**src/rtl/alu_pkg.sv**
```systemverilog
// Shared ALU definitions: operation encoding, default datapath width and the
// flag bundle returned by the arithmetic units.
package alu_pkg;

    localparam int XLEN = 32;

    typedef enum logic {
        OP_ADD = 1'b0,
        OP_SUB = 1'b1
    } alu_op_e;

    typedef struct packed {
        logic c_out;
        logic ovf;
        logic zero;
    } alu_flags_t;

endpackage

```
**src/rtl/adder_segment.sv**
```systemverilog
// Combinational SEG_W-bit ripple adder made of full_adder cells; one segment
// of the pipelined carry chain.
module adder_segment #(
    parameter int SEG_W = 8
) (
    input  logic [SEG_W-1:0] a,
    input  logic [SEG_W-1:0] b,
    input  logic             c_in,
    output logic [SEG_W-1:0] sum,
    output logic             c_out
);

    logic [SEG_W:0] carry;

    assign carry[0] = c_in;

    for (genvar i = 0; i < SEG_W; i++) begin : g_bit
        full_adder u_fa (
            .a     (a[i]),
            .b     (b[i]),
            .c_in  (carry[i]),
            .sum   (sum[i]),
            .c_out (carry[i+1])
        );
    end

    assign c_out = carry[SEG_W];

endmodule

```
**src/rtl/full_adder.sv**
```systemverilog
// One-bit full adder cell, the building block of every ripple segment.
module full_adder (
    input  logic a,
    input  logic b,
    input  logic c_in,
    output logic sum,
    output logic c_out
);

    assign sum   = a ^ b ^ c_in;
    assign c_out = (a & b) | (c_in & (a ^ b));

endmodule

```
**src/rtl/pipelined_addsub.sv**
```systemverilog
// Pipelined add/subtract: one SEG_W carry segment per stage, skewed operands,
// de-skewed result. Define PIPELINED_ADDSUB_SAT_EN to saturate on overflow.
module pipelined_addsub
    import alu_pkg::*;
#(
    parameter int WIDTH  = XLEN,
    parameter int STAGES = 4
) (
    input  logic             clk,
    input  logic             rst,
    input  logic             in_valid,
    output logic             in_ready,
    input  logic [WIDTH-1:0] a,
    input  logic [WIDTH-1:0] b,
    input  logic             c_in,
    input  logic             op_sub,
    output logic             out_valid,
    input  logic             out_ready,
    output logic [WIDTH-1:0] sum,
    output logic             c_out,
    output logic             ovf,
    output logic             zero
);

    localparam int SEG_W = WIDTH / STAGES;

    logic             advance;
    logic [WIDTH-1:0] b_eff;
    logic             carry0;
    logic             out_valid_q;
    logic [WIDTH-1:0] sum_q;
    alu_flags_t       flags_q;

    // Subtraction is a + ~b + ~c_in, so the borrow-in folds into the carry-in.
    assign b_eff    = (op_sub == OP_SUB) ? ~b : b;
    assign carry0   = (op_sub == OP_SUB) ? ~c_in : c_in;

    assign advance  = !out_valid_q || out_ready;
    assign in_ready = advance;

    for (genvar k = 0; k < STAGES; k++) begin : g_stage
        localparam int LO  = k * SEG_W;     // result bits already resolved
        localparam int REM = WIDTH - LO;    // operand bits still to be added

        logic [REM-1:0]      src_a;
        logic [REM-1:0]      src_b;
        logic                src_c;
        logic                src_v;
        logic [LO+SEG_W-1:0] res;
        logic [SEG_W-1:0]    seg_s;
        logic                seg_c;

        if (k == 0) begin : g_src
            assign src_a = a;
            assign src_b = b_eff;
            assign src_c = carry0;
            assign src_v = in_valid;
            assign res   = seg_s;
        end else begin : g_src
            assign src_a = g_stage[k-1].g_reg.a_q;
            assign src_b = g_stage[k-1].g_reg.b_q;
            assign src_c = g_stage[k-1].g_reg.c_q;
            assign src_v = g_stage[k-1].g_reg.v_q;
            assign res   = {seg_s, g_stage[k-1].g_reg.s_q};
        end

        adder_segment #(
            .SEG_W (SEG_W)
        ) u_seg (
            .a     (src_a[SEG_W-1:0]),
            .b     (src_b[SEG_W-1:0]),
            .c_in  (src_c),
            .sum   (seg_s),
            .c_out (seg_c)
        );

        if (k < STAGES - 1) begin : g_reg
            logic                 v_q;
            logic                 c_q;
            logic [REM-SEG_W-1:0] a_q;
            logic [REM-SEG_W-1:0] b_q;
            logic [LO+SEG_W-1:0]  s_q;

            // NOTE: sequential state is written with non-blocking assignments only.
            always_ff @(posedge clk) begin
                if (rst) begin
                    v_q <= 1'b0;
                end else if (advance) begin
                    v_q <= src_v;
                end
            end

            // NOTE: the datapath has no reset; the valid bit alone says whether it holds a beat.
            always_ff @(posedge clk) begin
                if (advance) begin
                    c_q <= seg_c;
                    a_q <= src_a[REM-1:SEG_W];
                    b_q <= src_b[REM-1:SEG_W];
                    s_q <= res;
                end
            end
        end else begin : g_fin
            logic [WIDTH-1:0] sum_fin;
            alu_flags_t       flags_fin;

            // NOTE: defaults come first so no path through always_comb leaves a latch.
            always_comb begin
                sum_fin         = res;
                flags_fin.c_out = seg_c;
                flags_fin.ovf   = (src_a[SEG_W-1] == src_b[SEG_W-1]) &&
                                  (seg_s[SEG_W-1] != src_a[SEG_W-1]);
`ifdef PIPELINED_ADDSUB_SAT_EN
                if (flags_fin.ovf) begin
                    sum_fin = src_a[SEG_W-1] ? {1'b1, {(WIDTH-1){1'b0}}}
                                             : {1'b0, {(WIDTH-1){1'b1}}};
                end
`endif
                flags_fin.zero  = ~|sum_fin;
            end

            // Result registers only load real beats, so they hold the last result over bubbles.
            always_ff @(posedge clk) begin
                if (rst) begin
                    out_valid_q <= 1'b0;
                    sum_q       <= '0;
                    flags_q     <= '0;
                end else if (advance) begin
                    out_valid_q <= src_v;
                    if (src_v) begin
                        sum_q   <= sum_fin;
                        flags_q <= flags_fin;
                    end
                end
            end
        end
    end

    assign out_valid = out_valid_q;
    assign sum       = sum_q;
    assign c_out     = flags_q.c_out;
    assign ovf       = flags_q.ovf;
    assign zero      = flags_q.zero;

endmodule
```
**config.mk**
```make
export PLATFORM = sky130hd
export DESIGN_NAME = pipelined_addsub
export DESIGN_NICKNAME = d
export VERILOG_FILES = /design/src/rtl/alu_pkg.sv /design/src/rtl/adder_segment.sv /design/src/rtl/full_adder.sv /design/src/rtl/pipelined_addsub.sv
export SDC_FILE = /design/constraint.sdc
export NUM_CORES = 1
export LEC_CHECK = 0
export ABC_CLOCK_PERIOD_IN_PS = 12430
export CORE_MARGIN = 2
export CORE_UTILIZATION = 58
export DETAILED_ROUTE_END_ITERATION = 10
export GPL_ROUTABILITY_DRIVEN = 0
export PLACE_DENSITY = 0.85
export SYNTH_ARGS = -nofsm -noshare
export SYNTH_HDL_FRONTEND = slang
export SYNTH_SLANG_ARGS = --single-unit
```
**constraint.sdc**
```tcl
create_clock -name clk -period 12.43 [get_ports clk]
set_clock_uncertainty 0.05 [all_clocks]
set_input_delay 3.1075 -clock clk [delete_from_list [all_inputs] [get_ports clk]]
set_output_delay 3.1075 -clock clk [all_outputs]
set_load 0.005 [all_outputs]
```
==> results.cfg, run 1 <==
[floorplan]
die_area_sq_um = 13200
die_height_microns = 115
start_util = 0.592
io_pins = 107
core_sq_um = 12000
rows = 40
die_w_microns = 115

[synth]
syn_nets = 547
ys_seq_area_frac = 0.731
synthCells = 444
yosys_warnings = 0
netlist-cell-type-count = 29
ys_ff_latch = 186
avgSynthCellArea_sq_um = 16.0
syn_area_sq_um = 7110

[timing]
slew_headroom = 0.288
setup_violations = 0
finalMaxSlewViolations = 0
rsz0062_at_grt = no
fmax_ghz = 0.133
tightestPinTransition_ns = 1.07
period_needed_ns = 7.50
finalSetupTns_ns = 0
fin_crit_sh = 0.603
final_hold_viol_count = 0

[layout]
layout-drive-gt1-share = 0.0827
post-route-util = 0.732
n_antenna_cell = 0
syn_to_final_growth_pct = 23.6
layout_common_cells = edfxtp_1, clkdlybuf4s50_1, nand2_1
fillers = 722
final_area_sq_um = 8790
nNetsFinal = 658
final_common_cell = edfxtp_1

[detailed_routing]
ant_nets = 0
initialDrtViolationCount = 234
drc = 0
avgViaCountPerCell = 4.97
via_count = 3550
wl_per_cell_microns = 15.9
drt_wl_total_mm = 11.4
drt_pass1_iterations = 5

[global_routing]
grt_max_degree = 89
grt_pass1_wl_mm = 18.1
antenna_found_initial = 0
grt_usage = 0.189
gr-total-overflow = 0
grt_pass1_vias = 3652

[run]
maxCapViolCount = 0

[critical_path]
timing.reg2reg.setup_slack_ns = 7.92
reg2reg_to = zero
rr_startpoint = g_stage[2].g_reg.c_q
ff2ff_path_depth = 15
worst-path-max-fanout = 9
cp_data_required_time_ns = 9.27
worstSetupPathType = input port to output pin
cp.arrival_ns = 4.34
crit_path_end_kind = output pin
crit_path_start_kind = input port

[worst_hold_path]
holdPathStages = 0
min_from = g_stage[0].g_reg.a_q[17]
hold-path-endpoint = g_stage[1].g_reg.a_q[9]
hold_class = flop to flop

[clocking]
cts-root-buf = clkbuf_16
clk_pin_slew_worst_paths_ns = 0.06
cts_buffers = 17
clkLatencyLatePin_ns = 0.42
clockBufferDepth = 2
postCtsSetupBuffers = 0
h-tree-depth = 4
clock-sinks = 186
cts_tree = yes
hold_buffers = 0
cts_resized = 0

[power_and_ir_drop]
intPower_mw = 1.12
leakage_nw = 3.31
swShare = 0.213
clkPwrFrac = 0.344
power_density_nw_per_um2 = 163
switchingPower_uw = 305
comb_power_share = 0.088
ir_worst_vdd_mv = 0.115
sequentialPowerShare = 0.569

[run_status]
status = finished clean

[place]
hpwl_mm = 7.78
dpl_cell_area_sq_um = 8240
numPortBuffers = 106
==> Yosys cell counts <==
| library cell | number | share of area |
|---|---|---|
| a211oi_1 | 2 | 0.0021 |
| a211oi_2 | 1 | 0.0018 |
| a21oi_1 | 19 | 0.013 |
| a21oi_2 | 13 | 0.016 |
| and2_4 | 1 | 0.0012 |
| buf_1 | 1 | 0.00053 |
| buf_2 | 8 | 0.0056 |
| buf_6 | 3 | 0.0048 |
| buf_8 | 2 | 0.0042 |
| clkbuf_1 | 2 | 0.0011 |
| dfxtp_1 | 39 | 0.11 |
| edfxtp_1 | 147 | 0.62 |
| fa_1 | 32 | 0.090 |
| ha_1 | 1 | 0.0018 |
| inv_1 | 51 | 0.027 |
| mux2i_1 | 3 | 0.0042 |
| nand2_1 | 58 | 0.031 |
| nand2b_1 | 4 | 0.0035 |
| nand2b_4 | 1 | 0.0019 |
| nand3_1 | 1 | 0.00070 |
| nand3b_1 | 1 | 0.0011 |
| nand4_1 | 2 | 0.0018 |
| nor2_1 | 9 | 0.0048 |
| nor3_1 | 2 | 0.0014 |
| nor4_1 | 4 | 0.0035 |
| nor4b_1 | 2 | 0.0025 |
| o31ai_2 | 1 | 0.0018 |
| xnor2_1 | 8 | 0.0099 |
| xor2_1 | 26 | 0.032 |
==> metrics by stage <==
step | power [mW] | instances | worst slack (ns) | hold WS [ns]
2_1_floorplan | 0.879 | 444 | 5.29 | 0.350
3_3_place_gp | 0.939 | 683 | 4.91 | 0.352
3_5_place_dp | 0.949 | 683 | 4.81 | 0.355
4_1_cts | 1.44 | 715 | 4.92 | 0.362
5_1_grt | 1.49 | 715 | 4.92 | 0.376
6_report | 1.43 | 715 | 4.93 | 0.362
==> kinds of logic after synthesis <==
group	synth area share
multiplexers	0.00422
XOR/XNOR	0.0419
adder cells (fa/ha/maj)	0.0919
AO/OA/AOI/OAI	0.0350
buffers and inverters	0.0431
flip-flops	0.731
AND/OR/NAND/NOR	0.0530
==> critical path, stage by stage <==
cell,delay (ns)
clkdlybuf4s50_1,0.46
nand2b_4,0.21
clkdlybuf4s50_1,0.56
==> per-layer routing <==
layer	wire length, microns	global-route usage
met4	182	0.0739
met2	5790	0.313
met1	4850	0.241
met5	0	0
met3	557	0.0513
==> worst max path at each step <==
stage                     startpoint                 endpoint  slack (ns)  cells after the start
after global placement        op_sub  g_stage[0].g_reg.s_q[7]        4.91                     11
after detailed placement      op_sub  g_stage[0].g_reg.s_q[7]        4.81                     11
after CTS                  out_ready                 in_ready        4.92                      3
after floorplan            out_ready                 in_ready        5.29                      2
after global routing       out_ready                 in_ready        4.92                      3
final                      out_ready                 in_ready        4.93                      3
==> power groups by stage <==
stage	sequential, mW	clock (mW)	combinational [mW]
after floorplan	0.808	0	0.0714
after global placement	0.820	0	0.119
after detailed placement	0.825	0	0.125
after CTS	0.814	0.500	0.128
after global routing	0.822	0.526	0.142
final	0.813	0.491	0.125
==> sequential cells by signal, summed over array words and instances, names as in the netlist <==
| register | count |
|---|---|
| g_stage.g_reg.a_q | 48 |
| out_valid | 1 |
| g_stage.g_reg.s_q | 48 |
| ovf | 1 |
| g_stage.g_reg.c_q | 3 |
| g_stage.g_reg.v_q | 3 |
| c_out | 1 |
| zero | 1 |
| sum | 32 |
| g_stage.g_reg.b_q | 48 |
==> cell type report <==
class	instances	area, sq um	share of cell area
sequential	186	5190	0.591
multi-input combinational	191	1610	0.183
timing repair buffer	108	1070	0.121
clock buffer	24	472	0.0537
inverter	51	191	0.0218
tap	147	184	0.0209
clock inverter	8	72.6	0.00826
(Power assumes the default switching activity.)
==> inputs of run 2 (changes only) <==
--- a/config.mk
+++ b/config.mk
@@ -5,12 +5,12 @@
 export SDC_FILE = /design/constraint.sdc
 export NUM_CORES = 1
 export LEC_CHECK = 0
-export ABC_CLOCK_PERIOD_IN_PS = 12430
+export ABC_CLOCK_PERIOD_IN_PS = 6700
 export CORE_MARGIN = 2
-export CORE_UTILIZATION = 58
+export CORE_UTILIZATION = 48
 export DETAILED_ROUTE_END_ITERATION = 10
 export GPL_ROUTABILITY_DRIVEN = 0
-export PLACE_DENSITY = 0.85
+export PLACE_DENSITY = 0.75
 export SYNTH_ARGS = -nofsm -noshare
 export SYNTH_HDL_FRONTEND = slang
 export SYNTH_SLANG_ARGS = --single-unit
==> constraint.sdc (replaced) <==
create_clock -name clk -period 6.7 [get_ports clk]
set_clock_uncertainty 0.05 [all_clocks]
set_input_delay 1.675 -clock clk [delete_from_list [all_inputs] [get_ports clk]]
set_output_delay 1.675 -clock clk [all_outputs]
set_load 0.005 [all_outputs]
==> results.cfg, run 2 (synthesized netlist as in run 1, its figures left out) <==
[floorplan]
die_area_sq_um = 15800
core_sq_um = 14500
io_pins = 107
die_height_microns = 126
die_w_microns = 126
start_util = 0.491
rows = 44

[clocking]
cts_buffers = 17
clock-sinks = 186
postCtsSetupBuffers = 0
hold_buffers = 0
clkLatencyLatePin_ns = 0.42
cts_resized = 0
cts-root-buf = clkbuf_16
clockBufferDepth = 2
h-tree-depth = 4
cts_tree = yes
clk_pin_slew_worst_paths_ns = 0.07

[layout]
layout_common_cells = edfxtp_1, clkdlybuf4s50_1, nand2_1
fillers = 1092
finalNonFillerCells = 753
layout-drive-gt1-share = 0.0949
nNetsFinal = 659
final_common_cell = edfxtp_1
syn_to_final_growth_pct = 25.8
n_antenna_cell = 0
top_regs = g_stage.g_reg.a_q (48), g_stage.g_reg.b_q (48), g_stage.g_reg.s_q (48)

[power_and_ir_drop]
sequentialPowerShare = 0.538
leakage_nw = 3.36
intPower_mw = 2.21
power_density_nw_per_um2 = 312
swShare = 0.210
clkPwrFrac = 0.378
switchingPower_uw = 588
ir_worst_vdd_mv = 0.166
comb_power_share = 0.084

[critical_path]
cp_data_required_time_ns = 6.81
worstSetupPathType = input port to flop
cp.arrival_ns = 5.47
crit_path_end_kind = flop
crit_path_start_kind = input port
worst-path-max-fanout = 1

[global_routing]
grt_pass1_vias = 3669
grt_max_degree = 82
gr-total-overflow = 0
antenna_found_initial = 0
grt_pass1_wl_mm = 18.3
grt_usage = 0.153

[place]
numPortBuffers = 106
hpwl_mm = 7.81
dp.cells = 721

[run_status]
status = finished clean

[timing]
rsz0062_at_grt = no
finalMaxSlewViolations = 0
period_needed_ns = 5.35
slew_headroom = 0.328
tightestPinTransition_ns = 1.01
setup_violations = 0
whs_ns = 0.368
final_hold_viol_count = 0
fin_crit_sh = 0.799
fmax_ghz = 0.187
finalSetupTns_ns = 0

[run]
maxCapViolCount = 0

[detailed_routing]
via_count = 3514
avgViaCountPerCell = 4.67
wl_per_cell_microns = 14.8
drt_pass1_iterations = 4
initialDrtViolationCount = 365
drc = 0
drt_wl_total_mm = 11.2
ant_nets = 0

[worst_hold_path]
hold_class = flop to flop
run 2: cell types whose count changed in the layout (fill, tap and decap cells not counted), sizes merged:
cell      delta
bufinv       +3
clkbuf       -5
clkinv       -1
clkinvlp     +1
inv          +2
buf          +1
run 2: critical path, stage by stage:
cell	delay (ns)
clkdlybuf4s50_1	0.42
xnor2_1	0.15
fa_1	0.42
fa_1	0.39
fa_1	0.40
fa_1	0.39
fa_1	0.39
fa_1	0.39
fa_1	0.37
inv_1	0.08
fa_1	0.39
run 2: per-layer routing:
metal / track usage / vias up / wire length, microns
met3: 0.0327 / 8 / 540
met2: 0.246 / 99 / 5670
li1: - / 1722 / -
met1: 0.197 / 1685 / 4810
met4: 0.0824 / 0 / 131
met5: 0 / - / 0
run 2: final cells by class:
type                            count  area (sq um)  share of cell area
Sequential cell                   186          5190               0.581
Clock buffer                       19           453              0.0507
Timing Repair Buffer              109          1070               0.120
Clock inverter                     13           191              0.0214
Inverter                           51           191              0.0214
Multi-Input combinational cell    191          1610               0.180
Tap cell                          184           230              0.0257
run 2: power by group through the flow:
| stage | Clock [mW] | Combinational, mW | Sequential [mW] |
|---|---|---|---|
| final | 1.06 | 0.233 | 1.50 |
| after global routing | 1.12 | 0.266 | 1.52 |
| after CTS | 1.08 | 0.239 | 1.51 |
| after detailed placement | 0 | 0.237 | 1.53 |
| after global placement | 0 | 0.226 | 1.52 |
| after floorplan | 0 | 0.132 | 1.50 |
run 2: final timing paths:
kind                                 start                 endpoint  slack [ns]  cells after the start
hold / removal    g_stage[0].g_reg.a_q[13]  g_stage[1].g_reg.a_q[5]        0.37                      0
hold reg to reg   g_stage[0].g_reg.a_q[13]  g_stage[1].g_reg.a_q[5]        0.37                      0
setup reg to reg      g_stage[2].g_reg.c_q                     zero        2.16                     15
setup / recovery                      b[0]  g_stage[0].g_reg.s_q[7]        1.35                     11
run 2: stage by stage:
step / util / instance area (sq um) / power (mW) / setup WS, ns
3_5_place_dp: 0.573 / 8300 / 1.77 / 0.901
2_1_floorplan: - / 7110 / 1.63 / 1.07
6_report: 0.618 / 8940 / 2.79 / 1.35
5_1_grt: 0.618 / 8940 / 2.91 / 1.22
3_3_place_gp: 0.573 / 8300 / 1.75 / 0.933
4_1_cts: 0.618 / 8940 / 2.83 / 1.36
==> inputs of run 3 (changes only) <==
--- a/config.mk
+++ b/config.mk
@@ -5,12 +5,12 @@
 export SDC_FILE = /design/constraint.sdc
 export NUM_CORES = 1
 export LEC_CHECK = 0
-export ABC_CLOCK_PERIOD_IN_PS = 6700
+export ABC_CLOCK_PERIOD_IN_PS = 5600
 export CORE_MARGIN = 2
-export CORE_UTILIZATION = 48
+export CORE_UTILIZATION = 54
 export DETAILED_ROUTE_END_ITERATION = 10
 export GPL_ROUTABILITY_DRIVEN = 0
-export PLACE_DENSITY = 0.75
+export PLACE_DENSITY = 0.8
 export SYNTH_ARGS = -nofsm -noshare
 export SYNTH_HDL_FRONTEND = slang
 export SYNTH_SLANG_ARGS = --single-unit
==> constraint.sdc (replaced) <==
create_clock -name clk -period 5.6 [get_ports clk]
set_clock_uncertainty 0.05 [all_clocks]
set_input_delay 1.4 -clock clk [delete_from_list [all_inputs] [get_ports clk]]
set_output_delay 1.4 -clock clk [all_outputs]
set_load 0.005 [all_outputs]
==> results.cfg, run 3 (synthesized netlist as in run 1, its figures left out) <==
[run_status]
status = finished clean

[critical_path]
timing.reg2reg.setup_slack_ns = 1.17
ff2ff_path_depth = 15
worstSetupPathType = input port to flop
reg2reg_to = zero
worst-path-max-fanout = 1
slowest_delay_ns = 0.42
crit_path_end_kind = flop
crit_family = adder cells
cp_data_required_time_ns = 5.71
rr_startpoint = g_stage[2].g_reg.c_q
cp.arrival_ns = 5.18
path_buf_inv = 2
path_cells = clkdlybuf4s50_1 > xnor2_1 > fa_1 > fa_1 > fa_1 > fa_1 > fa_1 > fa_1 > fa_1 > inv_1 > fa_1
slowest_stage = fa_1
crit_path_start_kind = input port
cpMostUsedCell = fa_1

[worst_hold_path]
holdPathStages = 0
hold_class = flop to flop
min_from = g_stage[0].g_reg.b_q[22]
hold-path-endpoint = g_stage[1].g_reg.b_q[14]

[clocking]
clock-sinks = 186
cts_tree = yes
clk_pin_slew_worst_paths_ns = 0.06
cts-root-buf = clkbuf_16
postCtsSetupBuffers = 0
clockBufferDepth = 2
h-tree-depth = 4
clkLatencyLatePin_ns = 0.42
cts_buffers = 17
cts_resized = 0
hold_buffers = 0

[power_and_ir_drop]
ir_worst_vdd_mv = 0.226
power_density_nw_per_um2 = 372
leakage_nw = 3.35

[detailed_routing]
drc = 0
drt_pass1_iterations = 4
initialDrtViolationCount = 305
via_count = 3598
avgViaCountPerCell = 4.85
ant_nets = 0
drt_wl_total_mm = 11.2
wl_per_cell_microns = 15.0

[place]
hpwl_mm = 7.64
numPortBuffers = 106
place_ws_ns = 0.0877

[global_routing]
grt_pass1_vias = 3768
grt_pass1_wl_mm = 18.5
antenna_found_initial = 0
grt_usage = 0.172
gr-total-overflow = 0
grt_max_degree = 83

[timing]
finalSetupTns_ns = 0
tightestPinTransition_ns = 1.00
finalMaxSlewViolations = 0
setup_violations = 0
final_hold_viol_count = 0
fmax_ghz = 0.197
setup_ws_ns = 0.534
fin_crit_sh = 0.905
period_needed_ns = 5.07
slew_headroom = 0.330
rsz0062_at_grt = no

[run]
maxCapViolCount = 0

[floorplan]
start_util = 0.559
rows = 41
die_area_sq_um = 14100
die_w_microns = 119
io_pins = 107
core_sq_um = 12700
die_height_microns = 119

[layout]
layout-drive-gt1-share = 0.0947
layout_common_cells = edfxtp_1, clkdlybuf4s50_1, nand2_1
n_antenna_cell = 0
fillers = 893
final_common_cell = edfxtp_1
syn_to_final_growth_pct = 25.4
nNetsFinal = 660
top_regs = g_stage.g_reg.a_q (48), g_stage.g_reg.b_q (48), g_stage.g_reg.s_q (48)
[run 3: changes by cell type in the layout (fill, tap and decap cells not counted)]
cell        before  now
buf_4            3    4
clkbuf_1         0    1
clkbuf_8         2    0
clkinvlp_4       3    5
inv_6            2    1
[run 3: worst max path at each step]
stage	from	end	slack (ns)	cells past startpoint
final	b[0]	g_stage[0].g_reg.s_q[7]	0.53	11
after global routing	b[0]	g_stage[0].g_reg.s_q[7]	0.36	11
after CTS	b[0]	g_stage[0].g_reg.s_q[7]	0.54	11
after detailed placement	b[0]	g_stage[0].g_reg.s_q[7]	0.09	11
after global placement	b[0]	g_stage[0].g_reg.s_q[7]	0.13	11
after floorplan	op_sub	g_stage[0].g_reg.s_q[7]	0.24	12
[run 3: report_power, final]
group / switching [mW] / total, mW / internal (mW)
logic: 0.134 / 0.281 / 0.147
registers: 0.0827 / 1.80 / 1.72
clock network: 0.490 / 1.24 / 0.749
[run 3: through the flow]
stage               hold WS, ns  cells  total power [mW]  area, sq um  utilization
detailed placement        0.355    710              2.11         8290        0.652
finish                    0.369    742              3.32         8920        0.701
global route              0.372    742              3.45         8920        0.701
global placement          0.352    710              2.09         8290        0.652
CTS                       0.369    742              3.35         8920        0.701
floorplan                 0.350    444              1.95         7110            -
[run 3: final cells by class]
| cell class | instances | area (sq um) | share of cell area |
|---|---|---|---|
| inverters | 51 | 191 | 0.0215 |
| clock buffers | 18 | 429 | 0.0481 |
| flip-flops and latches | 186 | 5190 | 0.583 |
| clock inverters | 14 | 198 | 0.0222 |
| multi-input cells | 191 | 1610 | 0.180 |
| well taps | 172 | 215 | 0.0241 |
| repair buffers | 110 | 1080 | 0.121 |
[run 3: worst register-to-register path: cells and delay by family, from the launching register on]
kind                       cells  cell delay (ns)
adders and majority gates      8             3.18
and+or+nand+nor                3             0.38
DFF                            1             0.32
AOI/OAI and AO/OA              1             0.23
buffers and inverters          3             0.20
[run 3: layer usage]
layer,global-route usage,part of all wire,wire length [microns]
met1,0.217,0.42,4740
met2,0.277,0.50,5570
met3,0.0468,0.053,593
met4,0.0841,0.023,253
met5,0,0,0
